==> src/rtl/fpadd_pkg.sv <==
// Shared types and format-derived constants for the iterative FP adder.
// Constant helpers return a 64-bit pattern; callers slice to their word width.
// Exponent bias, infinity and canonical quiet-NaN are all derived from EXP_W/MAN_W.
package fpadd_pkg;

  typedef enum logic [2:0] {IDLE, UNPACK, ALIGN, ADD, NORM, ROUND} state_t;

  typedef enum logic [1:0] {CLS_ZERO, CLS_NORM, CLS_INF, CLS_NAN} fp_class_t;

  localparam int PAT_W = 64;

  function automatic logic [PAT_W-1:0] exp_bias(input int exp_w);
    return (PAT_W'(1) << (exp_w - 1)) - PAT_W'(1);
  endfunction

  // Positive infinity: exponent all ones, fraction zero.
  function automatic logic [PAT_W-1:0] inf_pat(input int exp_w, input int man_w);
    return ((PAT_W'(1) << exp_w) - PAT_W'(1)) << man_w;
  endfunction

  // Canonical quiet NaN: sign 0, exponent all ones, only the fraction MSB set.
  function automatic logic [PAT_W-1:0] qnan_pat(input int exp_w, input int man_w);
    return inf_pat(exp_w, man_w) | (PAT_W'(1) << (man_w - 1));
  endfunction

endpackage

==> src/rtl/fp_lzc.sv <==
// Leading-zero counter for the normalisation step.
// Latency: combinational.
// Backpressure: none; an all-zero input yields 0 (zero results are flagged separately).
module fp_lzc #(
  parameter int N  = 27,
  parameter int CW = $clog2(N)
) (
  input  logic [N-1:0]  din,
  output logic [CW-1:0] cnt
);

  // Scan upward so the highest set bit is the last to write the count.
  always_comb begin
    cnt = '0;
    for (int i = 0; i < N; i++) begin
      if (din[i]) cnt = CW'(N - 1 - i);
    end
  end

endmodule

==> src/rtl/fpadd_pipe_param.sv <==
// Parametrised IEEE-754-style adder/subtractor, one FSM step per cycle, RNE, flush-to-zero.
// Latency: done pulses exactly 5 cycles after the accepting start edge, specials included.
// Backpressure: start is ignored while busy; sum holds until the next accepted start.
module fpadd_pipe_param
  import fpadd_pkg::*;
#(
  parameter int EXP_W = 8,
  parameter int MAN_W = 23
) (
  input  logic                   clk,
  input  logic                   reset,
  input  logic                   start,
  input  logic                   sub,
  input  logic [EXP_W+MAN_W:0]   a,
  input  logic [EXP_W+MAN_W:0]   b,
  output logic [EXP_W+MAN_W:0]   sum,
  output logic                   done,
  output logic                   busy
);

  localparam int W  = 1 + EXP_W + MAN_W;
  localparam int SW = MAN_W + 4;            // hidden + fraction + guard/round/sticky
  localparam int CW = $clog2(SW);
  localparam int XW = EXP_W + CW + 2;       // signed headroom for exponent adjust
  localparam logic [EXP_W-1:0]        EXP_ONES  = '1;
  localparam logic [PAT_W-1:0]        QNAN_FULL = qnan_pat(EXP_W, MAN_W);
  localparam logic [W-1:0]            QNAN      = QNAN_FULL[W-1:0];
  localparam logic signed [XW-1:0]    X_ZERO    = '0;
  localparam logic signed [XW-1:0]    X_ONE     = XW'(1);
  localparam logic signed [XW-1:0]    X_INF     = $signed(XW'(EXP_ONES));

  state_t                 state;
  logic [W-1:0]           a_q, b_q;
  logic                   sa_q, sb_q;
  logic [EXP_W-1:0]       ea_q, eb_q;
  logic [MAN_W:0]         ma_q, mb_q;
  fp_class_t              ca_q, cb_q;
  logic                   spec_q;
  logic [W-1:0]           spec_val_q;
  logic                   sign_l_q, sign_s_q;
  logic [EXP_W-1:0]       exp_l_q;
  logic [SW-1:0]          sig_l_q, sig_s_q;
  logic [SW:0]            add_q;
  logic [SW-1:0]          norm_q;
  logic signed [XW-1:0]   nexp_q;
  logic                   zero_q, zsign_q;

  function automatic fp_class_t classify(input logic [EXP_W-1:0] e, input logic [MAN_W-1:0] f);
    if (e == EXP_ONES) return (f != '0) ? CLS_NAN : CLS_INF;
    if (e == '0)       return CLS_ZERO;     // subnormals flush to signed zero
    return CLS_NORM;
  endfunction

  fp_class_t ca_d, cb_d;
  logic [MAN_W:0] ma_d, mb_d;

  // UNPACK: classify operands and restore the hidden bit for normals only.
  always_comb begin
    ca_d = classify(a_q[W-2:MAN_W], a_q[MAN_W-1:0]);
    cb_d = classify(b_q[W-2:MAN_W], b_q[MAN_W-1:0]);
    ma_d = (ca_d == CLS_NORM) ? {1'b1, a_q[MAN_W-1:0]} : '0;
    mb_d = (cb_d == CLS_NORM) ? {1'b1, b_q[MAN_W-1:0]} : '0;
  end

  logic             swap, sl, ss;
  logic [EXP_W-1:0] el, es, diff;
  logic [MAN_W:0]   ml, ms;
  logic [2*SW-1:0]  ext;
  logic [SW-1:0]    small_d;
  logic             spec_d;
  logic [W-1:0]     spec_val_d;

  // ALIGN: order by magnitude, shift the smaller significand keeping a sticky OR.
  always_comb begin
    swap = {eb_q, mb_q} > {ea_q, ma_q};
    sl   = swap ? sb_q : sa_q;
    ss   = swap ? sa_q : sb_q;
    el   = swap ? eb_q : ea_q;
    es   = swap ? ea_q : eb_q;
    ml   = swap ? mb_q : ma_q;
    ms   = swap ? ma_q : mb_q;
    diff = el - es;
    ext  = {ms, 3'b000, {SW{1'b0}}} >> diff;
    if (32'(diff) >= SW - 1) small_d = {{(SW-1){1'b0}}, |ms};
    else                     small_d = ext[2*SW-1:SW] | {{(SW-1){1'b0}}, |ext[SW-1:0]};
  end

  // Special-operand results bypass the arithmetic path (b_q already carries the sub inversion).
  always_comb begin
    spec_d     = 1'b1;
    spec_val_d = '0;
    if (ca_q == CLS_NAN || cb_q == CLS_NAN)       spec_val_d = QNAN;
    else if (ca_q == CLS_INF && cb_q == CLS_INF)  spec_val_d = (sa_q != sb_q) ? QNAN : a_q;
    else if (ca_q == CLS_INF)                     spec_val_d = a_q;
    else if (cb_q == CLS_INF)                     spec_val_d = b_q;
    else if (ca_q == CLS_ZERO && cb_q == CLS_ZERO) spec_val_d = {sa_q & sb_q, {(W-1){1'b0}}};
    else if (ca_q == CLS_ZERO)                    spec_val_d = b_q;
    else if (cb_q == CLS_ZERO)                    spec_val_d = a_q;
    else                                          spec_d = 1'b0;
  end

  logic [SW:0] add_d;

  // ADD: like signs add, unlike signs subtract smaller from larger.
  always_comb begin
    add_d = (sign_l_q == sign_s_q) ? ({1'b0, sig_l_q} + {1'b0, sig_s_q})
                                   : ({1'b0, sig_l_q} - {1'b0, sig_s_q});
  end

  logic [CW-1:0]        lz;
  logic [SW-1:0]        norm_d;
  logic signed [XW-1:0] exp_ext, nexp_d;
  logic                 zero_d, zsign_d;

  fp_lzc #(.N(SW), .CW(CW)) u_lzc (.din(add_q[SW-1:0]), .cnt(lz));

  // NORM: one-step right shift on carry-out, else left shift by leading zeros.
  always_comb begin
    exp_ext = $signed(XW'(exp_l_q));
    if (add_q[SW]) begin
      norm_d = add_q[SW:1] | {{(SW-1){1'b0}}, add_q[0]};
      nexp_d = exp_ext + X_ONE;
    end else begin
      norm_d = add_q[SW-1:0] << lz;
      nexp_d = exp_ext - XW'(lz);
    end
    // Exact cancellation gives +0; exponent underflow flushes to the result's signed zero.
    zero_d  = (add_q == '0) || (nexp_d <= X_ZERO);
    zsign_d = (add_q == '0) ? 1'b0 : sign_l_q;
  end

  logic                 rup;
  logic [MAN_W+1:0]     mant;
  logic signed [XW-1:0] rexp;
  logic [MAN_W-1:0]     frac;
  logic [W-1:0]         res_d;

  // ROUND: nearest-even on G/R/S; a carry out leaves 1.000.. so shift once and bump the exponent.
  always_comb begin
    rup  = norm_q[2] & (norm_q[1] | norm_q[0] | norm_q[3]);
    mant = {1'b0, norm_q[SW-1:3]} + {{(MAN_W+1){1'b0}}, rup};
    rexp = nexp_q + (mant[MAN_W+1] ? X_ONE : X_ZERO);
    frac = mant[MAN_W+1] ? mant[MAN_W:1] : mant[MAN_W-1:0];
    if (spec_q)             res_d = spec_val_q;
    else if (zero_q)        res_d = {zsign_q, {(W-1){1'b0}}};
    else if (rexp >= X_INF) res_d = {sign_l_q, EXP_ONES, {MAN_W{1'b0}}};
    else                    res_d = {sign_l_q, rexp[EXP_W-1:0], frac};
  end

  // Sequencer: each state loads its own register bank; reset aborts without a done pulse.
  always_ff @(posedge clk) begin
    if (reset) begin
      state <= IDLE;  sum <= '0;  done <= 1'b0;  busy <= 1'b0;
      a_q <= '0;  b_q <= '0;
      sa_q <= 1'b0;  sb_q <= 1'b0;  ea_q <= '0;  eb_q <= '0;  ma_q <= '0;  mb_q <= '0;
      ca_q <= CLS_ZERO;  cb_q <= CLS_ZERO;
      spec_q <= 1'b0;  spec_val_q <= '0;
      sign_l_q <= 1'b0;  sign_s_q <= 1'b0;  exp_l_q <= '0;  sig_l_q <= '0;  sig_s_q <= '0;
      add_q <= '0;  norm_q <= '0;  nexp_q <= '0;  zero_q <= 1'b0;  zsign_q <= 1'b0;
    end else begin
      done <= 1'b0;
      case (state)
        IDLE: begin
          busy <= 1'b0;
          if (start && !busy) begin
            a_q   <= a;
            b_q   <= {b[W-1] ^ sub, b[W-2:0]};
            busy  <= 1'b1;
            state <= UNPACK;
          end
        end
        UNPACK: begin
          sa_q <= a_q[W-1];  ea_q <= a_q[W-2:MAN_W];  ma_q <= ma_d;  ca_q <= ca_d;
          sb_q <= b_q[W-1];  eb_q <= b_q[W-2:MAN_W];  mb_q <= mb_d;  cb_q <= cb_d;
          state <= ALIGN;
        end
        ALIGN: begin
          spec_q   <= spec_d;  spec_val_q <= spec_val_d;
          sign_l_q <= sl;      sign_s_q   <= ss;
          exp_l_q  <= el;
          sig_l_q  <= {ml, 3'b000};
          sig_s_q  <= small_d;
          state    <= ADD;
        end
        ADD: begin
          add_q <= add_d;
          state <= NORM;
        end
        NORM: begin
          norm_q <= norm_d;  nexp_q <= nexp_d;  zero_q <= zero_d;  zsign_q <= zsign_d;
          state  <= ROUND;
        end
        ROUND: begin
          sum   <= res_d;
          done  <= 1'b1;
          state <= IDLE;
        end
        default: state <= IDLE;
      endcase
    end
  end

endmodule

==> config.mk <==
export PLATFORM = sky130hd
export DESIGN_NAME = fpadd_pipe_param
export DESIGN_NICKNAME = d
export VERILOG_FILES = /design/src/rtl/fpadd_pkg.sv /design/src/rtl/fp_lzc.sv /design/src/rtl/fpadd_pipe_param.sv
export SDC_FILE = /design/constraint.sdc
export NUM_CORES = 1
export LEC_CHECK = 0
export BUFFER_PORTS_ARGS = -buffer_cell sky130_fd_sc_hd__buf_2
export CORE_MARGIN = 1
export CORE_UTILIZATION = 50
export CTS_CLUSTER_SIZE = 25
export DETAILED_ROUTE_END_ITERATION = 10
export PLACE_DENSITY = 0.67
export SETUP_SLACK_MARGIN = 0.15
export SLEW_MARGIN = 10
export SYNTH_ARGS = -nofsm -noshare
export SYNTH_HDL_FRONTEND = slang
export SYNTH_SLANG_ARGS = --single-unit
==> constraint.sdc <==
create_clock -name clk -period 7.4 [get_ports clk]
set_input_delay 0.74 -clock clk [delete_from_list [all_inputs] [get_ports clk]]
set_output_delay 0.74 -clock clk [all_outputs]
set_load 0.005 [all_outputs]
==> key figures <==
Drt
  – Met3 wire len: between 4 and 5 mm
  – Top sig layer: met4
  – Initial DRC Count: between 1500 and 2000
  – Drt pass-1 iters: 6
  – Vias per cell: approximately 6.2
  – Drt total wl: ~69 mm
  – WL/cell: around 21 um
  – # DRC: 0
  – Met2 wire len: a little over 30 mm
  – Vias: about 20000
  – M1 WL: 31.1 mm
  – DRT antenna net count: 0

Floorplan
  – # IOs: 102
  – Initial Utilization: 0.509
  – Number of core rows: 74
  – Die Area: around 42000 sq um
  – Die X: 206 um
  – Chip Height: roughly 210 um
  – Placeable Area: 40900 sq um

STA
  – Slew @ Worst Pin: 1140 ps
  – Skew final: around 23 ps
  – WHS: between 400 and 500 ps
  – Final Hold Fails: 0
  – Worst slew margin: 0.240
  – Fmax: 168 MHz
  – Final period util: 0.805
  – Max-slew violation count: 0
  – Setup TNS: 0 ps
  – Unrepaired setup endpoints after global routing: no
  – Period minus WS final: ~6000 ps
  – Setup violations, final: 0

Placed design
  – I/O Buffers: 101
  – Routability congestion estimate: 0.965
  – Detailed Place HPWL: approximately 52 mm
  – Number of instances in the placed design: 3189

Synthesis
  – Post-synth top area share: 0.319
  – Warnings from Yosys: 0
  – Synth Register Bits: between 300 and 400
  – Post-synth cell types: 82
  – Syn Area/Cell: between 7 and 8 sq um
  – Sequential share of the synthesized area: 0.319
  – Cells after synthesis: around 2700
  – Biggest area consumer among synthesized cells: dfxtp_1
  – Synth top area cells: dfxtp_1, a21oi_1, nand2_1, ha_1, nor2_1
  – Synthesized area: between 20000 and 25000 sq um
  – Syn nets: between 2000 and 3000
  – Post-synth EDFFs: 0
  – Post-synthesis async set-or-reset flop share: 0
  – Top FF cell, synth: dfxtp_1

Finish
  – Most frequent cells in the layout: nand2_1, dfxtp_1, nor2_1
  – P&R area growth vs syn: 9.79%
  – Non-Filler Instances: between 3000 and 4000
  – Commonest non-fill, non-tap cell in the layout: nand2_1
  – Proportion of layout cells with a drive suffix above 1: 0.100
  – Antenna diodes: 0
  – Fin nets: ~2900

Power
  – Power share of the sequential group: 0.317
  – Final Power: between 6000 and 7000 uW
  – Pleak: around 0.0090 uW
  – Sw Ratio: 0.396
  – Max VDD drop: 0.222 mV
  – Clock share of power: 0.294
  – Combinational Power Share: 0.388
  – Pwr Density: 286 nW/um^2
  – Switching power: approximately 2600 uW
  – Internal power: ~4000 uW

Critical path
  – Top delay family on crit path: compound AO/OA/AOI/OAI gates
  – WP data arrival: around 6400 ps
  – CP endpoint kind: register
  – Most numerous cell on the critical path: nor2_1
  – CP max stage cell: mux2i_4
  – Critical path class: reg -> reg
  – Required @ worst endpoint: a little under 8000 ps
  – Crit path buffers/inverters: 1
  – CP peak stage delay: 820 ps
  – CP cell instances: inv_1 > ha_1 > a21o_1 > a21oi_1 > a211oi_1 > a311oi_1 > a21oi_4 > nor2_1 > a21oi_1 > ha_1 > nor2_1 > xnor2_1 > mux2i_4 > nor2_1 > a221oi_1 > nand2_1 > o32a_1 > o2111ai_1 > o311ai_0 > a211oi_1 > o221ai_1
  – Max FO, Critical Path: 30
  – Critical Path Start Type: register

Global routing
  – Initial antenna violation count: 1
  – GRT Total Usage: 0.323
  – Largest net degree at the start of global routing: 88
  – First-pass GRT wire length: approximately 110 mm
  – Total congestion overflow: 0
  – Vias in the first global route: 18700

Clock network
  – Hold Buf Count CTS: 0
  – H-tree depth: 2
  – Clk buf depth: 3
  – Root buffer cell: clkbuf_16
  – Sink Count: 332
  – CTS clk-pin slew, worst paths: around 60 ps
  – CTS tree: built
  – CTS buffer count: 38
  – Post-CTS setup buffers: 0
  – Post-CTS sizing: 0
  – Worst skew pair latency: about 570 ps

Flow run
  – Max Cap Viol: 0

Outcome
  – Status: complete, no violations

Min path
  – Worst Hold Class: in -> reg
-- flip-flops by register name, indices dropped and copies added (netlist names), 2 cells and up --
name / count
sig_s_q: 27
norm_q: 27
ca_q: 2
b_q: 32
state: 3
exp_l_q: 8
add_q: 28
ea_q: 8
a_q: 32
sum: 32
sig_l_q: 24
nexp_q: 10
spec_val_q: 32
mb_q: 24
ma_q: 24
eb_q: 8
cb_q: 2
-- synthesized netlist by cell type, types with 11 or more instances --
library cell,n
clkbuf_1,169
mux2i_1,100
nand2_1,347
xor2_1,27
xnor2_1,41
a221oi_1,42
ha_1,92
buf_1,15
mux2_2,30
nor2b_1,18
nand2b_1,15
a22o_1,22
o211ai_1,24
nor3_1,90
and2_1,14
inv_1,108
nand3_1,57
a211oi_1,66
mux4_2,15
a21oi_1,272
nor4_1,37
a31oi_1,26
and3_1,19
nor2_1,304
or3_1,14
a21o_1,12
o21a_1,11
nand4_1,19
o31ai_1,11
dfxtp_1,332
o21ai_0,134
a22oi_1,90
-- power groups by stage --
stage / Sequential, uW / Combinational, uW / Clock [uW]
floorplan: 2030 / 1940 / 0
global placement: 2100 / 2490 / 0
detailed placement: 2110 / 2500 / 0
CTS: 2070 / 2510 / 1950
global route: 2090 / 2760 / 2010
finish: 2070 / 2540 / 1920
-- final cells by class --
cell class | count | area, sq um
sequential | 332 | 6650
multi-input combinational | 2079 | 13100
fill | 3916 | 18100
clock inverter | 14 | 174
inverter | 110 | 413
tap | 532 | 666
clock buffer | 54 | 1110
timing repair buffer | 136 | 777
-- logic make-up after synthesis --
group | count (synthesis) | share of synthesized area
fa+ha+maj | 94 | 0.0572
flops | 332 | 0.319
compound gates | 805 | 0.251
mux | 145 | 0.0805
simple gates | 967 | 0.207
xor+xnor | 68 | 0.0286
buf+inv | 306 | 0.0564
-- per-stage QoR --
step | util | instance area [sq um] | setup slack (ps)
floorplan | - | 20800 | 1390
global placement | 0.527 | 21600 | 1690
detailed placement | 0.527 | 21600 | 1600
CTS | 0.559 | 22900 | 1580
global route | 0.559 | 22900 | 1040
finish | 0.559 | 22900 | 1450
-- tightest hold or removal path: cells and delay by family --
| kind | cells | cell delay [ps] |
|---|---|---|
| buffers and inverters | 1 | 90 |
| AND/OR/NAND/NOR | 1 | 50 |
| AO/OA/AOI/OAI | 1 | 50 |
-- routing by layer --
metal  global-route usage  vias up
met4                0.129        0
li1                     -     9793
met2                0.503      720
met1                0.446     9699
met5                    0        -
met3               0.0497      119
-- worst paths after layout --
kind,start,end,slack (ps),cells past startpoint
setup / recovery,ea_q[3],sig_s_q[0],1450,21
hold / removal,b[29],b_q[29],400,3
setup reg to reg,ea_q[3],sig_s_q[0],1450,21
hold reg to reg,sum[31],sum[31],460,2
Power figures use the tool's default switching activity.
